[src/rtl/pc_fetch_unit_pkg.sv]
// Shared definitions for the PC register / instruction-fetch sequencer.
// Holds the address width, the default reset vector, the NOP word used for
// misaligned-fetch traps and the fetch FSM state encoding.
package pc_fetch_unit_pkg;

  localparam int DATA_WIDTH = 32;

  localparam logic [DATA_WIDTH-1:0] RESET_VECTOR_DEFAULT = 32'h0000_0000;

  // addi x0, x0, 0 : presented in place of a misaligned fetch
  localparam logic [31:0] NOP_INSTR = 32'h0000_0013;

  typedef enum logic [1:0] {
    FS_REQ  = 2'd0,
    FS_WAIT = 2'd1,
    FS_HOLD = 2'd2
  } fetch_state_e;

endpackage

[src/rtl/pc_reg.sv]
// Program-counter register: DATA_WIDTH bits, synchronous active-high reset
// to RESET_VECTOR, loads d when load is high.
module pc_reg
  import pc_fetch_unit_pkg::*;
#(
  parameter logic [DATA_WIDTH-1:0] RESET_VECTOR = RESET_VECTOR_DEFAULT
) (
  input  logic                  clk,
  input  logic                  rst,
  input  logic                  load,
  input  logic [DATA_WIDTH-1:0] d,
  output logic [DATA_WIDTH-1:0] q
);

  // PC storage with reset and load enable
  always_ff @(posedge clk) begin
    if (rst) begin
      q <= RESET_VECTOR;
    end else if (load) begin
      q <= d;
    end
  end

endmodule

[src/rtl/pc_fetch_unit.sv]
// PC register plus instruction-fetch sequencer.
// Fetches the instruction at pc over a req/gnt/rvalid handshake (one request
// outstanding at a time) and presents it to decode on instr_valid/instr_ready.
//
// Handshakes: imem side - imem_req is held with a stable imem_addr until a
// cycle with imem_gnt; the single response arrives on a later cycle with
// imem_rvalid. Decode side - instr_out/pc_out are held while instr_valid is
// high and are consumed in a cycle where instr_valid and instr_ready are both
// high. flush overrides everything: it reloads pc from pc_next and drops any
// held or in-flight instruction (a granted-but-unanswered response is
// swallowed via the drop flag).
//
// Optional build macro PC_MISALIGN_TRAP_EN: a misaligned pc is never
// requested; a NOP is presented instead with fetch_fault raised.
module pc_fetch_unit
  import pc_fetch_unit_pkg::*;
#(
  parameter logic [DATA_WIDTH-1:0] RESET_VECTOR = 32'h0000_0000,
  parameter int                    INSTR_WIDTH  = 32
) (
  input  logic                   clk,
  input  logic                   rst,
  input  logic [DATA_WIDTH-1:0]  pc_next,
  input  logic                   flush,
  output logic                   imem_req,
  output logic [DATA_WIDTH-1:0]  imem_addr,
  input  logic                   imem_gnt,
  input  logic                   imem_rvalid,
  input  logic [INSTR_WIDTH-1:0] imem_rdata,
  output logic                   instr_valid,
  input  logic                   instr_ready,
  output logic [INSTR_WIDTH-1:0] instr_out,
  output logic [DATA_WIDTH-1:0]  pc_out,
  output logic                   fetch_fault,
  output logic [31:0]            fetch_count,
  output fetch_state_e           state_dbg
);

  fetch_state_e          state;
  logic                  drop;
  logic                  misaligned;
  logic                  granted;
  logic                  pc_load;
  logic [DATA_WIDTH-1:0] pc;

`ifdef PC_MISALIGN_TRAP_EN
  logic fault_q;
  assign misaligned  = |pc[1:0];
  assign fetch_fault = !rst && fault_q;
`else
  assign misaligned  = 1'b0;
  assign fetch_fault = 1'b0;
`endif

  assign imem_req    = !rst && (state == FS_REQ) && !misaligned;
  assign imem_addr   = pc;
  assign instr_valid = !rst && (state == FS_HOLD);
  assign pc_out      = pc;
  assign state_dbg   = state;
  assign granted     = imem_req && imem_gnt;

  // pc follows pc_next on every flush and on every consumed instruction
  assign pc_load = flush || ((state == FS_HOLD) && instr_ready);

  pc_reg #(
    .RESET_VECTOR(RESET_VECTOR)
  ) u_pc_reg (
    .clk (clk),
    .rst (rst),
    .load(pc_load),
    .d   (pc_next),
    .q   (pc)
  );

  // Fetch FSM, drop flag, held instruction and consumed-instruction counter
  always_ff @(posedge clk) begin
    if (rst) begin
      state       <= FS_REQ;
      drop        <= 1'b0;
      instr_out   <= '0;
      fetch_count <= '0;
`ifdef PC_MISALIGN_TRAP_EN
      fault_q     <= 1'b0;
`endif
    end else begin
      case (state)
        FS_REQ: begin
          if (flush) begin
            // a grant in the flush cycle still belongs to the old address
            if (granted) begin
              drop  <= 1'b1;
              state <= FS_WAIT;
            end
          end else if (misaligned) begin
            instr_out <= INSTR_WIDTH'(NOP_INSTR);
            state     <= FS_HOLD;
`ifdef PC_MISALIGN_TRAP_EN
            fault_q   <= 1'b1;
`endif
          end else if (granted) begin
            state <= FS_WAIT;
          end
        end
        FS_WAIT: begin
          if (flush) begin
            if (imem_rvalid) begin
              drop  <= 1'b0;
              state <= FS_REQ;
            end else begin
              drop <= 1'b1;
            end
          end else if (imem_rvalid) begin
            if (drop) begin
              drop  <= 1'b0;
              state <= FS_REQ;
            end else begin
              instr_out <= imem_rdata;
              state     <= FS_HOLD;
            end
          end
        end
        FS_HOLD: begin
          if (flush) begin
            state <= FS_REQ;
`ifdef PC_MISALIGN_TRAP_EN
            fault_q <= 1'b0;
`endif
          end else if (instr_ready) begin
            fetch_count <= fetch_count + 32'd1;
            state       <= FS_REQ;
`ifdef PC_MISALIGN_TRAP_EN
            fault_q     <= 1'b0;
`endif
          end
        end
        default: begin
          state <= FS_REQ;
          drop  <= 1'b0;
        end
      endcase
    end
  end

endmodule

[config.mk]
export PLATFORM = sky130hd
export DESIGN_NAME = pc_fetch_unit
export DESIGN_NICKNAME = d
export VERILOG_FILES = /design/src/rtl/pc_fetch_unit_pkg.sv /design/src/rtl/pc_reg.sv /design/src/rtl/pc_fetch_unit.sv
export SDC_FILE = /design/constraint.sdc
export NUM_CORES = 1
export LEC_CHECK = 0
export ABC_CLOCK_PERIOD_IN_PS = 2000
export CORE_AREA = 3 3 114 116
export DETAILED_ROUTE_END_ITERATION = 10
export DIE_AREA = 0 0 117 119
export PLACE_DENSITY = 0.7
export SLEW_MARGIN = 20
export SYNTH_ARGS = -nofsm -noshare
export SYNTH_HDL_FRONTEND = slang
export SYNTH_SLANG_ARGS = --single-unit
[constraint.sdc]
create_clock -name clk -period 2 [get_ports clk]
set_input_delay 0.3 -clock clk [delete_from_list [all_inputs] [get_ports clk]]
set_output_delay 0.3 -clock clk [all_outputs]
set_load 0.02 [all_outputs]
==> results.yml, run 1 <==
place:
  place_congestion: 0.791
  port_buffers: 201
  pre_cts_ws_ns: -0.167
  dp_hpwl_um: 9240
cells_and_area:
  fillCellCount: 1104
  fin_util_pct: 54.8
  drive_gt1_share_pct: 7.99
  fin_nets: 767
  diodes: 0
  syn_to_final_growth_pct: 56.1
clocking:
  clkTransAtPathRegs_ns: 0.07
  clock_latency_ns: 0.34
  htreeDepth: 3
  cts_setup_buffers: 0
  holdBufCountCts: 0
  cts_made_buffers: 9
  cts_tree: "done"
  cts.sinks: 99
  clockBufferDepth: 2
  clock-root-buffer: "clkbuf_16"
floorplanning:
  fp.dieH_um: 119
  rows: 40
  start_util_pct: 35.1
  core_sq_mm: 0.0120
  die_x_um: 117
  ios: 203
  design.die.area_sq_mm: 0.0139
worst_setup_path:
  critPathRequiredTime_ns: 1.70
  start_kind: "register"
  cp.arrival_ns: 1.58
  r2r-end: "fetch_count[31]"
  worstSetupPathType: "reg2out"
  rr_startpoint: "fetch_count[0]"
  r2r_slack_ns: 0.15
  end_kind: "primary output"
  worstPathMaxFanout: 3
  crit_end: "instr_valid"
  r2r_cells: 4
  startpoint: "state_dbg[0]"
global_routing:
  grt_pass1_vias: 4062
  gr-total-overflow: 0
  grt_start_max_net_pins: 86
  antenna_found_initial: 0
  track_usage_pct: 17.7
  grt_pass1_wl_um: 19800
sta:
  clock.fmax_ghz: 0.532
  fin_worst_skew_ns: 0.00583
  setup_ws_ns: 0.119
  fin_crit_ns: 1.88
  worstMarginPinSlew_ns: 0.873
  setup_viol: 0
  slew_viol_final: 0
  slew_headroom_pct: 41.8
  finalCritPeriodShare_pct: 94.1
  grt_setup_unrepaired: "false"
  timing.hold.ws_ns: 0.427
  hold_viol: 0
detailed_routing:
  drt-met1-wl_um: 5160
  routed.top_layer: "met4"
  wl_um: 12500
  ant_nets: 0
  dr_wl_met3_um: 896
  dr_total_vias: 4225
  route.detailed.drc: 0
  drtIter0Drc: 220
  route.met2.wl_um: 6100
  viasPerCell: 4.98
  first_pass_iters: 4
  wl_per_cell_um: 14.7
logic_synthesis:
  synth_top_area_share_pct: 47.0
  ys_ff_latch: 99
  synth_cells: 523
  netlist_area_sq_mm: 0.00422
  syn_nets: 594
  synth.avg_cell_area_sq_um: 8.07
  synth_area_leaders: "dfxtp_1 47%, nand2_1 12%, a21oi_1 10%"
  yosysWarnings: 0
  synth_top_area_cell: "dfxtp_1"
  ys_types: 37
  yosysSeqAreaShare_pct: 47.0
run:
  cap_viol_max_count: 0
power:
  irDropWorstVdd_v: 0.000353
  p_per_area_mw_per_mm2: 685
  p_leak_nw: 2.33
status:
  status: "complete, no violations"
min_path:
  min_path_cells: 3
  hold_path.class: "in2reg"
[stage by stage]
step	TNS [ns]	total power, mW	area [sq um]	std cells
2_1_floorplan	0	2.40	4220	523
3_3_place_gp	-0.626	2.71	6270	832
3_5_place_dp	-1.24	2.72	6270	832
4_1_cts	0	4.58	6580	848
5_1_grt	0	4.70	6590	848
6_report	0	4.51	6590	848
[synthesized netlist by cell type, drive strengths merged]
| cell type | n |
|---|---|
| a21o | 2 |
| nand4 | 16 |
| and3 | 2 |
| and2 | 4 |
| nor2 | 19 |
| nor3 | 3 |
| or4 | 10 |
| a21oi | 85 |
| clkbuf | 23 |
| and4bb | 1 |
| mux2 | 4 |
| xor2 | 8 |
| a211oi | 1 |
| buf | 44 |
| and4 | 8 |
| nand2b | 1 |
| nand4b | 1 |
| xnor2 | 2 |
| nand3 | 10 |
| ha | 1 |
| inv | 4 |
| nor4 | 5 |
| conb | 1 |
| o31ai | 10 |
| dfxtp | 99 |
| mux2i | 1 |
| nor2b | 6 |
| nand2 | 136 |
| o21ai | 7 |
| o21a | 1 |
| and4b | 1 |
| or3 | 7 |
[state kept, by name, indices dropped and copies added (netlist names)]
name,cells
state_dbg,2
drop,1
fetch_count,32
instr_out,32
u_pc_reg.q,32
[cells by family (layout without fill, tap and decap cells)]
family	after synthesis	in the layout	share of synthesized area [%]
and+or+nand+nor	230	230	26.1
buffers and inverters	71	249	9.78
DFF	99	99	47.0
xor gates and xnor gates	10	10	2.08
other	1	1	0.0889
adders and majority gates	1	1	0.296
muxes	5	5	1.30
AOI/OAI and AO/OA	106	106	13.4
[power breakdown]
| group | internal (mW) | total (mW) | switching (mW) | leakage [nW] |
|---|---|---|---|---|
| Sequential | 2.03 | 2.06 | 0.0386 | 0.805 |
| Combinational | 0.321 | 0.607 | 0.286 | 1.37 |
| Clock | 1.09 | 1.84 | 0.746 | 0.156 |
| Total | 3.44 | 4.51 | 1.07 | 2.33 |
[worst max-delay path: stages, from the launching register on]
cell and delay (ns):
dfxtp_1 0.31, nand2b_1 0.15, nor2_1 0.15, clkdlybuf4s50_1 0.63
[how the worst min path moves through the flow]
| stage | from | to | slack, ns |
|---|---|---|---|
| after CTS | rst | instr_out[16] | 0.40 |
| after detailed placement | instr_out[28] | instr_out[28] | 0.45 |
| after global routing | rst | instr_out[14] | 0.43 |
| after global placement | instr_out[19] | instr_out[19] | 0.44 |
| final | rst | instr_out[16] | 0.43 |
| after floorplan | flush | state_dbg[1] | 0.38 |
[cells in the final DEF, fill, tap and decap left out, drive strengths merged, types with 2 or more instances in the layout]
cell | synthesis | final
o31ai | 10 | 10
buf | 44 | 29
nand2 | 136 | 136
clkinv | 0 | 3
dfxtp | 99 | 99
nand4 | 16 | 16
and3 | 2 | 2
nor3 | 3 | 3
nand3 | 10 | 10
and4 | 8 | 8
bufinv | 0 | 2
xor2 | 8 | 8
o21ai | 7 | 7
and2 | 4 | 4
inv | 4 | 5
clkbuf | 23 | 9
a21oi | 85 | 85
or3 | 7 | 7
nor2 | 19 | 19
a21o | 2 | 2
or4 | 10 | 10
clkdlybuf4s50 | 0 | 199
xnor2 | 2 | 2
mux2 | 4 | 4
nor4 | 5 | 5
nor2b | 6 | 6
[repair_timing]
| action | CTS | global route |
|---|---|---|
| gates resized for setup | 1 | 3 |
| pin swaps | 0 | 1 |
| endpoints found under the setup margin | 1 | 3 |
[area by class of cell]
class	instances	area (sq um)	share of cell area, %
sequential	99	1980	30.1
timing repair buffer	229	2260	34.2
clock inverter	7	91.3	1.39
tap	147	184	2.79
multi-input combinational	353	1830	27.8
inverter	4	15.0	0.228
clock buffer	9	225	3.42
[per-layer routing]
metal / vias to the layer above / global-route usage (%)
met3: 21 / 5.18
li1: 2094 / -
met1: 1968 / 20.4
met5: - / 0
met4: 0 / 8.53
met2: 142 / 29.5
Note: power is estimated with default switching activity, not from simulation.
==> run 2, diff against run 1 <==
CAP_MARGIN = 5   (was default)
==> results of run 2 <==
Final layout, timing and power as in run 1 (identical DEF).
==> run 3, diff against run 2 <==
SKIP_CTS_REPAIR_TIMING = 1   (was default)
==> run 3 against run 2 <==
  * Non-clock buffer count did not move
  * Core utilization barely moved
  * Die area did not move
  * Maximum frequency rose by 0.20%
  * Final cell count did not move
  * Clock power barely moved
  * Critical endpoint unchanged
  * Global-route usage did not move
==> results.yml, run 3 (synthesized netlist as in run 1, its figures left out) <==
worst_setup_path:
  cpPeakStageDelay_ns: 0.63
  cp.arrival_ns: 1.58
  cp_top_family: "buffers and inverters"
  start_kind: "register"
  r2r_slack_ns: 0.15
  critPathRequiredTime_ns: 1.70
  worstSetupPathType: "reg2out"
  path_cells: "nand2b_1, nor2_1, clkdlybuf4s50_1"
  worstPathMaxFanout: 3
  end_kind: "primary output"
  r2r_cells: 4
  critPathSlowestCell: "clkdlybuf4s50_1"
  crit_buf_inv: 1
  rr_startpoint: "fetch_count[0]"
  r2r-end: "fetch_count[31]"
floorplanning:
  ios: 203
  core_sq_mm: 0.0120
  fp.dieH_um: 119
  start_util_pct: 35.1
  design.die.area_sq_mm: 0.0139
  rows: 40
  die_x_um: 117
detailed_routing:
  wl_um: 12500
  ant_nets: 0
  drtIter0Drc: 212
  route.detailed.drc: 0
  wl_per_cell_um: 14.7
  first_pass_iters: 4
  dr_total_vias: 4229
  viasPerCell: 4.99
place:
  place_congestion: 0.791
  port_buffers: 201
  pre_cts_ws_ns: -0.167
  dp_hpwl_um: 9240
cells_and_area:
  most-common-layout-cells: "199 x clkdlybuf4s50_1, 135 x nand2_1, 98 x dfxtp_1"
  fin_nets: 767
  drive_gt1_share_pct: 7.99
  diodes: 0
  syn_to_final_growth_pct: 56.2
  multi_input_area_sq_mm: 0.00183
  largestRegisters: "fetch_count: 32 flops, instr_out: 32 flops, u_pc_reg.q: 32 flops"
  fin_util_pct: 54.9
  mostFrequentLayoutCell: "clkdlybuf4s50_1"
  regArea_sq_mm: 0.00198
  fillCellCount: 1104
min_path:
  min_path_cells: 3
  min_to: "instr_out[16]"
  hold_path.class: "in2reg"
  hp-start: "rst"
power:
  comb_power_share_pct: 13.5
  switching_share_pct: 23.7
  internal_power_mw: 3.44
  netSwitchingPower_mw: 1.07
  p_leak_nw: 2.34
  p_seq_share_pct: 45.8
  clockPowerShare_pct: 40.8
  p_per_area_mw_per_mm2: 684
  irDropWorstVdd_v: 0.000353
clocking:
  clock-root-buffer: "clkbuf_16"
  clkTransAtPathRegs_ns: 0.07
  cts_made_buffers: 9
  clockBufferDepth: 2
  cts.sinks: 99
  cts_tree: "done"
  clock_latency_ns: 0.34
  htreeDepth: 3
global_routing:
  grt_pass1_wl_um: 19800
  antenna_found_initial: 0
  grt_pass1_vias: 4062
  gr-total-overflow: 0
  track_usage_pct: 17.7
  grt_start_max_net_pins: 86
sta:
  slew_viol_final: 0
  setup_viol: 0
  grt_setup_unrepaired: "false"
  slew_headroom_pct: 41.8
  fin_worst_skew_ns: 0.00570
  fin_crit_ns: 1.88
  setup_ws_ns: 0.122
  hold_viol: 0
  finalCritPeriodShare_pct: 93.9
  clock.fmax_ghz: 0.533
  worstMarginPinSlew_ns: 0.872
run:
  cap_viol_max_count: 0
status:
  status: "complete, no violations"
==> run 3: worst register-to-register path: stages, from the launching register on <==
cell and delay [ns]:
dfxtp_1 0.44, and4_1 0.32, nand2_1 0.28, nor4_1 0.33, mux2_2 0.36
==> run 3: worst max-delay path by stage <==
stage,from,to,slack (ns),cells past startpoint
floorplan,fetch_count[2],fetch_count[31],0.13,6
CTS,state_dbg[0],imem_req,-0.02,3
detailed placement,flush,fetch_count[31],-0.17,5
global route,fetch_count[0],fetch_count[30],0.001,5
global placement,flush,fetch_count[31],-0.12,5
finish,state_dbg[0],instr_valid,0.12,3
==> run 3: power by group through the flow <==
stage / registers, mW / clock network [mW] / logic, mW
floorplan: 2.17 / 0 / 0.232
global placement: 2.11 / 0 / 0.604
detailed placement: 2.11 / 0 / 0.613
CTS: 2.06 / 1.90 / 0.615
global route: 2.07 / 1.97 / 0.655
finish: 2.06 / 1.84 / 0.608
==> run 3: per-stage QoR <==
stage,total power [mW],instances,area (sq um),hold slack [ns],TNS (ns)
after floorplan,2.40,523,4220,0.379,0
after global placement,2.71,832,6270,0.442,-0.626
after detailed placement,2.72,832,6270,0.448,-1.24
after CTS,4.58,848,6580,0.402,-0.0205
after global routing,4.70,848,6590,0.429,0
final,4.51,848,6590,0.426,0
==> run 3: final cells by class <==
type	instances	area share, %
inverter	4	0.228
tap	147	2.79
timing repair buffer	229	34.3
multi-input combinational	353	27.8
sequential	99	30.1
clock buffer	9	3.42
clock inverter	7	1.39
==> run 3: routing by layer <==
layer	track usage, %	up-vias	share of wire (%)
met1	20.4	1971	41
li1	-	2094	-
met4	8.53	0	2.4
met5	0	-	0
met2	29.5	145	49
met3	5.18	19	7.2
